**config.mk**
```make
export PLATFORM = sky130hd
export DESIGN_NAME = pipe_adder
export DESIGN_NICKNAME = d
export VERILOG_FILES = /design/src/rtl/cpu_alu_pkg.sv /design/src/rtl/pipe_adder_seg.sv /design/src/rtl/pipe_adder.sv
export SDC_FILE = /design/constraint.sdc
export NUM_CORES = 1
export LEC_CHECK = 0
export BUFFER_PORTS_ARGS = -buffer_cell sky130_fd_sc_hd__buf_2
export CAP_MARGIN = 20
export CORE_MARGIN = 3
export CORE_UTILIZATION = 40
export DETAILED_ROUTE_END_ITERATION = 12
export REMOVE_ABC_BUFFERS = 1
export SLEW_MARGIN = 20
export SYNTH_ARGS = -nofsm -noshare
export SYNTH_HDL_FRONTEND = slang
export SYNTH_SLANG_ARGS = --single-unit
```
**constraint.sdc**
```tcl
create_clock -name clk -period 2.9 [get_ports clk]
set_clock_uncertainty 0.05 [all_clocks]
set_input_delay 0.29 -clock clk [delete_from_list [all_inputs] [get_ports clk]]
set_output_delay 0.29 -clock clk [all_outputs]
set_load 0.01 [all_outputs]
```
**src/rtl/cpu_alu_pkg.sv**
```systemverilog
// rtl/cpu_alu_pkg.sv - shared ALU opcodes and tag defaults for the execute stage
package cpu_alu_pkg;

  localparam logic ALU_OP_ADD = 1'b0;
  localparam logic ALU_OP_SUB = 1'b1;

  localparam int TAG_W_DEF = 6;
  typedef logic [TAG_W_DEF-1:0] alu_tag_t;

endpackage

```
**src/rtl/pipe_adder_seg.sv**
```systemverilog
// rtl/pipe_adder_seg.sv - one SEG-bit ripple slice of the pipelined adder
module pipe_adder_seg #(
  parameter int SEG = 16
) (
  input  logic           cin,
  input  logic [SEG-1:0] a_seg,
  input  logic [SEG-1:0] b_seg,
  output logic [SEG-1:0] sum_seg,
  output logic           cout,
  output logic           cmsb
);

  logic [SEG:0] full;

  assign full    = {1'b0, a_seg} + {1'b0, b_seg} + {{SEG{1'b0}}, cin};
  assign sum_seg = full[SEG-1:0];
  assign cout    = full[SEG];
  // The carry into the MSB is recovered from the MSB sum bit and its operands.
  assign cmsb    = a_seg[SEG-1] ^ b_seg[SEG-1] ^ full[SEG-1];

endmodule

```
**src/rtl/pipe_adder.sv**
```systemverilog
// rtl/pipe_adder.sv - pipelined add/sub unit, one carry segment per stage
module pipe_adder
  import cpu_alu_pkg::*;
#(
  parameter int WIDTH  = 32,
  parameter int STAGES = 2,
  parameter int TAG_W  = TAG_W_DEF
) (
  input  logic             clk,
  input  logic             rst,
  input  logic             flush,
  input  logic             in_valid,
  output logic             in_ready,
  input  logic             in_op,
  input  logic [WIDTH-1:0] in_a,
  input  logic [WIDTH-1:0] in_b,
  input  logic [TAG_W-1:0] in_tag,
  output logic             out_valid,
  input  logic             out_ready,
  output logic [WIDTH-1:0] out_sum,
  output logic             out_carry,
  output logic             out_ovf,
  output logic [TAG_W-1:0] out_tag
);

  localparam int SEG  = WIDTH / STAGES;
  localparam int LAST = STAGES - 1;

  if (STAGES < 1 || STAGES > 8 || (WIDTH % STAGES) != 0) begin : g_param_err
    $error("pipe_adder: STAGES must be 1..8 and divide WIDTH");
  end

  logic [STAGES-1:0]            v_r;
  logic [STAGES-1:0]            adv;
  logic [STAGES-1:0][WIDTH-1:0] a_r, b_r, sum_r;
  logic [STAGES-1:0]            c_r;
  logic [STAGES-1:0][TAG_W-1:0] tag_r;
  logic                         ovf_r;

  logic [STAGES-1:0][WIDTH-1:0] src_a, src_b, src_sum;
  logic [STAGES-1:0]            src_c, src_v;
  logic [STAGES-1:0][TAG_W-1:0] src_tag;
  logic [STAGES-1:0][SEG-1:0]   seg_sum;
  logic [STAGES-1:0]            seg_cout, seg_cmsb;

  // Remaining operands are kept right-aligned, so each slice reads the low SEG bits.
  for (genvar k = 0; k < STAGES; k++) begin : g_stage
    if (k == 0) begin : g_head
      assign src_a[k]   = in_a;
      assign src_b[k]   = (in_op == ALU_OP_SUB) ? ~in_b : in_b;
      assign src_sum[k] = '0;
      assign src_c[k]   = in_op;
      assign src_v[k]   = in_valid;
      assign src_tag[k] = in_tag;
    end else begin : g_body
      assign src_a[k]   = a_r[k-1];
      assign src_b[k]   = b_r[k-1];
      assign src_sum[k] = sum_r[k-1];
      assign src_c[k]   = c_r[k-1];
      assign src_v[k]   = v_r[k-1];
      assign src_tag[k] = tag_r[k-1];
    end

    pipe_adder_seg #(.SEG(SEG)) u_seg (
      .cin     (src_c[k]),
      .a_seg   (src_a[k][SEG-1:0]),
      .b_seg   (src_b[k][SEG-1:0]),
      .sum_seg (seg_sum[k]),
      .cout    (seg_cout[k]),
      .cmsb    (seg_cmsb[k])
    );
  end

  // A stage moves when it or any later stage has a hole, or the consumer takes the head.
  always_comb begin
    logic full_run;
    full_run = 1'b1;
    adv      = '0;
    for (int k = LAST; k >= 0; k--) begin
      full_run = full_run & v_r[k];
      adv[k]   = out_ready | ~full_run;
    end
  end

  always_ff @(posedge clk) begin
    if (rst) begin
      v_r   <= '0;
      a_r   <= '0;
      b_r   <= '0;
      sum_r <= '0;
      c_r   <= '0;
      tag_r <= '0;
      ovf_r <= 1'b0;
    end else begin
      for (int k = 0; k < STAGES; k++) begin
        if (adv[k]) begin
          v_r[k]                  <= src_v[k];
          a_r[k]                  <= src_a[k] >> SEG;
          b_r[k]                  <= src_b[k] >> SEG;
          sum_r[k]                <= src_sum[k];
          sum_r[k][k*SEG +: SEG]  <= seg_sum[k];
          c_r[k]                  <= seg_cout[k];
          tag_r[k]                <= src_tag[k];
        end
      end
      if (adv[LAST]) ovf_r <= seg_cmsb[LAST] ^ seg_cout[LAST];
      if (flush) v_r <= '0;
    end
  end

  logic unused_rem;
  assign unused_rem = ^{a_r[LAST], b_r[LAST]};

  assign in_ready  = adv[0];
  assign out_valid = v_r[LAST];
  assign out_sum   = sum_r[LAST];
  assign out_carry = c_r[LAST];
  assign out_ovf   = ovf_r;
  assign out_tag   = tag_r[LAST];

endmodule
```
==> run summary, run 1 <==
- **pin count of the biggest net entering global routing** 58
- **clock edge transition at the registers on the reported setup and hold paths** 0.07 ns
- **mux cell area share after synthesis** 0.653%
- **total CTS buffers** 9
- **max-cap violation count** 0
- **most utilized layer in the global route result** met2
- **met3 usage** 2.78%
- **Die Span Y** 120 um
- **Total Power Consumption** 3.50 mW
- **leading cell types in the layout, fill and taps excluded** sky130_fd_sc_hd__nand2_1 (132), sky130_fd_sc_hd__buf_2 (116), sky130_fd_sc_hd__dfxtp_1 (97)
- **main combinational cell family by area after synthesis** compound AO/OA/AOI/OAI gates
- **clock tree from TritonCTS** done
- **VDD IR-drop max** 0.300 mV
- **Pre-antenna DRT Iters** 4
- **unrepaired setup endpoints after global routing** false
- **post-CTS setup repair buffer count** 0
- **share of async-settable or async-resettable flops after synthesis** 0%
- **Seq cells post-synth** 97
- **element type at the critical path end** register
- **Top Ports** 118
- **Detail Route Antenna Nets** 0
- **sequential-to-total area share from yosys stat** 37.6%
- **required time reported for the critical path endpoint** 3.10 ns
- **aggregate global-route resource usage** 18.0%
- **number of distinct library cell variants in the gate-level netlist after synthesis** 58
- **count of routing violations after the opening detailed-route iteration** 222
- **cell count after placement** 888
- **CTS H-tree lvls** 3
- **initial standard-cell utilization of the core** 42.0%
- **actual transition at the worst max-transition pin** 0.622 ns
- **max-slew violation count** 0
- **Placeable Area** 12300 um2
- **x dimension of the die** 120 um
- **critical path data arrival time** 2.82 ns
- **Synth Area in Compound Gates** 22.8%
- **area of the mapped netlist** 5170 um2
- **number of cells upsized or downsized after cts** 0
- **post-layout minimum cycle time** 2.62 ns
- **Post-Synth Adder-Cell Area** 8.42%
- **combined area of the multi-input logic cells** 3040 um2
- **insertion delay of the later-clocked pin in the worst-skew pair** 0.34 ns
- **Site Rows** 40
- **footprint of the flip-flops and latches** 1940 um2
- **number of hold buffers added after cts** 0
- **kind of start point of the critical path** register
- **status** finished, final reports clean
- **DRC violations left** 0
- **fraction of the mapped netlist area in simple logic gates** 19.0%
- **post-synthesis share of cell area spent on xor and xnor gates** 7.79%
- **mean number of vias per cell** 5.15
- **maximum operating frequency** 382 MHz
- **number of instances in the synthesized netlist** 630
- **total overflow reported by the global router** 0
- **post-layout instance count excluding filler cells** 903
- **average size of a mapped cell** 8.21 um2
- **Final GP Congestion** 0.888
- **CP max FO** 3
- **Pwr per Cell Area** 565 nW/um2
- **Clock Sinks** 97
- **number of synthesized flops with an enable pin** 0
- **share of cells above drive strength 1** 21.6%
- **synth-to-layout area growth** 19.8%
- **LEAKAGE** 2.81 nW
- **path type of the worst min-delay path** primary input to register
- **number of global-route vias before repair** 4508
- **total wire length after detailed routing** 12.8 mm
- **most common cell after layout, fill and taps aside** sky130_fd_sc_hd__nand2_1
- **ranking of synthesized cells by area** sky130_fd_sc_hd__dfxtp_1 (38%), sky130_fd_sc_hd__nand2_1 (9.6%), sky130_fd_sc_hd__a21oi_1 (7.8%)
- **Wirelength per Cell** 14.2 um
- **antenna diode count** 0
- **cell accounting for the most synthesized area** sky130_fd_sc_hd__dfxtp_1
- **Hold Fails Final Rpt** 0
- **Port-buffer cells** 117
- **first-pass GRT wire length** 21.2 mm
- **met1 Use GR** 23.4%
- **number of buffers on the longest clock path** 2
- **met2 track utilization from global routing** 30.2%
- **Yosys Warn Count** 0
- **setup-violating endpoint count in the final report** 0
- **headroom to the max-slew limit** 58.5%
- **final period utilization** 90.4%
- **fill cell instance count of the final layout** 1202
- **hpwl dp** 9.33 mm
- **crit path kind** register to register
- **fraction of post-synthesis cell area in the top cell type by area** 37.6%
- **Root Driver** sky130_fd_sc_hd__clkbuf_16
- **total via count after detailed routing** 4647
- **antenna violations before repair** 0
- **most used flip-flop cell after synthesis** sky130_fd_sc_hd__dfxtp_1
- **area of the die** 14300 um2
- **layout net count** 840
==> state kept, by name, summed over array words and instances, names as in the netlist, 2 cells and up <==
signal   cells
b_r         16
out_tag      6
src_tag      6
src_sum     16
out_sum     32
c_r          2
a_r         16
v_r          2
==> worst paths after layout <==
path,startpoint,endpoint,slack (ns),depth (start not counted)
worst max-delay path,a_r[0],out_ovf,0.28,8
worst max register to register,a_r[0],out_ovf,0.28,8
worst min register to register,out_tag[5],out_tag[5],0.40,2
worst min-delay path,flush,v_r[1],0.08,2
==> area by class of cell <==
type / count / area share [%]
multi-input cells: 487 / 49.1
flip-flops and latches: 97 / 31.4
repair buffers: 128 / 10.8
clock buffers: 13 / 4.20
well taps: 168 / 3.39
clock inverters: 2 / 0.606
inverters: 8 / 0.485
==> synth_stat cells, drive strengths merged (2+ instances only) <==
| cell | number |
|---|---|
| a31o | 4 |
| o211ai | 5 |
| a21o | 12 |
| and2 | 4 |
| a211oi | 27 |
| nor2b | 2 |
| buf | 17 |
| mux2i | 3 |
| or3 | 7 |
| a21boi | 2 |
| a31oi | 3 |
| inv | 8 |
| a22o | 2 |
| nor2 | 39 |
| a41oi | 2 |
| a2111oi | 3 |
| xor2 | 18 |
| nand2 | 132 |
| or4 | 2 |
| nand3 | 17 |
| o21bai | 4 |
| o2111ai | 3 |
| dfxtp | 97 |
| a2111o | 2 |
| nand4 | 3 |
| xnor2 | 28 |
| a311oi | 2 |
| nor3 | 11 |
| a311o | 2 |
| clkbuf | 21 |
| ha | 30 |
| a21oi | 82 |
| o21ai | 14 |
| o21a | 4 |
| and3 | 9 |
| fa | 3 |
==> power by group <==
part           internal (mW)  leakage (nW)  switching [mW]
sequential              1.47         0.805          0.0713
clock                  0.712         0.142           0.486
combinational          0.352          1.87           0.415
total                   2.53          2.81           0.972
==> cell families (layout without fill, tap and decap cells) <==
kind of cell    after synthesis  in the layout
buf+inv                      46            151
mux                           3              3
fa+ha+maj                    33             33
simple gates                230            230
flops                        97             97
compound gates              175            175
xor+xnor                     46             46
==> stage by stage <==
step / worst slack, ns / hold slack, ns / cell area, um2 / setup TNS (ns) / utilization (%)
4_1_cts: 0.258 / 0.0726 / 6190 / 0 / 50.3
2_1_floorplan: -1.71 / 0.305 / 5010 / -76.14 / -
6_report: 0.280 / 0.0783 / 6190 / 0 / 50.3
3_3_place_gp: 0.230 / 0.386 / 5900 / 0 / 47.9
3_5_place_dp: 0.161 / 0.392 / 5900 / 0 / 47.9
5_1_grt: 0.109 / 0.0881 / 6190 / 0 / 50.3
==> routing by layer <==
| metal | up-vias | part of all wire [%] |
|---|---|---|
| li1 | 2403 | - |
| met1 | 2127 | 47 |
| met2 | 100 | 47 |
| met3 | 17 | 3.9 |
| met4 | 0 | 1.7 |
| met5 | - | 0 |
==> critical path: stages, from the launching register on <==
cell and delay (ns):
sky130_fd_sc_hd__dfxtp_1 0.33, sky130_fd_sc_hd__fa_1 0.46, sky130_fd_sc_hd__fa_1 0.47, sky130_fd_sc_hd__a211oi_2 0.32, sky130_fd_sc_hd__o21ai_2 0.13, sky130_fd_sc_hd__a31oi_1 0.28, sky130_fd_sc_hd__o31a_1 0.20, sky130_fd_sc_hd__a211oi_1 0.05
sky130_fd_sc_hd__a311oi_1 0.24
Note: power is estimated with default switching activity, not from simulation.
==> inputs of run 2 (changes only) <==
- CORE_UTILIZATION: 40 -> 54
- PLACE_DENSITY: not set -> 0.8
==> run summary, run 2 (synthesis gave the netlist of run 1 again) <==
- **element type at the critical path end** register
- **layout net count** 839, -0.12%
- **initial standard-cell utilization of the core** 55.7%, +14 points
- **kind of start point of the critical path** register
- **fill cell instance count of the final layout** 843, -30%
- **total overflow reported by the global router** 0, unchanged
- **synth-to-layout area growth** 17.1%
- **clock edge transition at the registers on the reported setup and hold paths** 0.10 ns, +0.03 ns
- **area of the die** 10800 um2, -25%
- **post-layout minimum cycle time** 2.67 ns, +0.0494 ns
- **Clock Sinks** 97, unchanged
- **Wirelength per Cell** 14.5 um, +1.6%
- **count of routing violations after the opening detailed-route iteration** 174, -22%
- **path type of the worst min-delay path** primary input to register
- **headroom to the max-slew limit** 53.4%, -5.2 points
- **hpwl dp** 9.08 mm, -2.7%
- **antenna violations before repair** 1, +1
- **setup slack of the most critical reg-to-reg path** 0.23 ns, -0.05 ns
- **share of cells above drive strength 1** 21.9%, +0.27 points
- **CP Cell Sequence** fa_1, fa_1, a211oi_2, o21ai_2, a31oi_1, o31a_1, a211oi_1, a311oi_1
- **LEAKAGE** 2.78 nW, -1.3%
- **total CTS buffers** 9, unchanged
- **actual transition at the worst max-transition pin** 0.698 ns, +0.0763 ns
- **max reg flops** 32, unchanged
- **number of global-route vias before repair** 4505, -0.067%
- **final core utilization** 65.2%, +15 points
- **accumulated negative setup slack** 0 ns, unchanged
- **Reg2Reg Capture Point** out_ovf
- **Final GP Congestion** 0.934, +5.3%
- **hold_ws** 0.0337 ns, -0.0446 ns
- **aggregate global-route resource usage** 22.4%, +4.3 points
- **post-CTS setup repair buffer count** 0, unchanged
- **antenna diode count** 0, unchanged
- **insertion delay of the later-clocked pin in the worst-skew pair** 0.37 ns, +0.03 ns
- **CP max FO** 3, unchanged
- **number of cells upsized or downsized after cts** 0, unchanged
- **clock tree from TritonCTS** done
- **VDD IR-drop max** 0.210 mV, -30%
- **DRC violations left** 0, unchanged
- **first-pass GRT wire length** 20.3 mm, -4.2%
- **Placeable Area** 9280 um2, -25%
- **max-cap violation count** 0, unchanged
- **Pre-antenna DRT Iters** 5, +1
- **Detail Route Antenna Nets** 0, unchanged
- **crit path kind** register to register
- **Root Driver** sky130_fd_sc_hd__clkbuf_8
- **Port-buffer cells** 117, unchanged
- **Max stage delay on crit path** 0.47 ns, about the same
- **CTS H-tree lvls** 3, unchanged
- **number of buffers on the longest clock path** 2, unchanged
- **status** finished, final reports clean
- **most common cell after layout, fill and taps aside** sky130_fd_sc_hd__nand2_1
- **x dimension of the die** 104 um, -13%
- **pin count of the biggest net entering global routing** 55, -5.2%
- **unrepaired setup endpoints after global routing** false
- **master of the slowest instance on the critical path** sky130_fd_sc_hd__fa_1
- **total via count after detailed routing** 4760, +2.4%
- **Worst Hold Path Cells** 2, unchanged
- **max-slew violation count** 0, unchanged
- **startpoint of the most critical register-to-register path** a_r[0]
- **Top Ports** 118, unchanged
- **required time reported for the critical path endpoint** 3.14 ns, +0.04 ns
- **cell repeated most along the worst path** sky130_fd_sc_hd__fa_1
- **Hold Fails Final Rpt** 0, unchanged
- **mean number of vias per cell** 5.51, +7.1%
- **start point of the worst min-delay path** flush
- **Die Span Y** 104 um, -13%
- **total wire length after detailed routing** 12.5 mm, -2.8%
- **number of hold buffers added after cts** 0, unchanged
- **Site Rows** 35, -13%
- **setup-violating endpoint count in the final report** 0, unchanged
- **final period utilization** 92.1%, +1.7 points
- **depth of the worst register-to-register path** 8, unchanged
- **maximum operating frequency** 375 MHz, -1.9%
- **Pwr per Cell Area** 531 nW/um2, -6.1%
- **leading cell types in the layout, fill and taps excluded** sky130_fd_sc_hd__nand2_1 (132), sky130_fd_sc_hd__buf_2 (116), sky130_fd_sc_hd__dfxtp_1 (97)
- **critical path data arrival time** 2.91 ns, +0.09 ns
- **Worst Hold Endpoint** v_r[0]
run 2: cell count changes in the layout (fill, tap and decap cells not counted):
cell and delta:
sky130_fd_sc_hd__clkbuf_1 -2, sky130_fd_sc_hd__clkbuf_16 -9, sky130_fd_sc_hd__clkinv_2 +2, sky130_fd_sc_hd__inv_6 +2
sky130_fd_sc_hd__buf_4 -2, sky130_fd_sc_hd__clkbuf_8 +8, sky130_fd_sc_hd__buf_12 +1
run 2: worst max path at each step:
stage,startpoint,to,slack (ns)
floorplan,v_r[1],src_sum[44],-1.71
global placement,in_op,c_r[0],0.22
detailed placement,in_op,src_sum[46],0.15
CTS,a_r[0],out_ovf,0.24
global route,a_r[0],out_ovf,0.1
finish,a_r[0],out_ovf,0.23
run 2: critical path: cells and delay by family, from the launching register on:
| family | cells | cell delay [ns] |
|---|---|---|
| compound gates | 6 | 1.26 |
| fa+ha+maj | 2 | 0.94 |
| flops | 1 | 0.33 |
run 2: final cells by class:
type	count	area [um2]	area share [%]
Sequential cell	97	1940	32.1
Tap cell	129	161	2.67
Multi-Input combinational cell	487	3040	50.3
Clock buffer	10	138	2.27
Inverter	8	30.0	0.496
Clock inverter	6	65.1	1.07
Timing Repair Buffer	127	676	11.2
run 2: per-layer routing:
metal | global-route usage (%) | wire length (um)
met1 | 26.9 | 5300
met2 | 39.5 | 6250
met3 | 3.91 | 713
met4 | 8.93 | 216
met5 | 0 | 7
run 2: report_power, final:
part | total (mW) | switching (mW) | leakage (nW) | internal, mW
Sequential | 1.54 | 0.0710 | 0.805 | 1.46
Combinational | 0.774 | 0.422 | 1.87 | 0.352
Clock | 0.905 | 0.479 | 0.103 | 0.426
Total | 3.21 | 0.972 | 2.78 | 2.24
run 2: through the flow:
step,power [mW],instances,instance area (um2),setup WS (ns)
5_1_grt,3.38,864,6050,0.0974
6_report,3.21,864,6050,0.230
4_1_cts,3.22,864,6050,0.239
2_1_floorplan,2.07,592,5010,-1.71
3_3_place_gp,2.29,848,5850,0.225
3_5_place_dp,2.33,848,5850,0.154
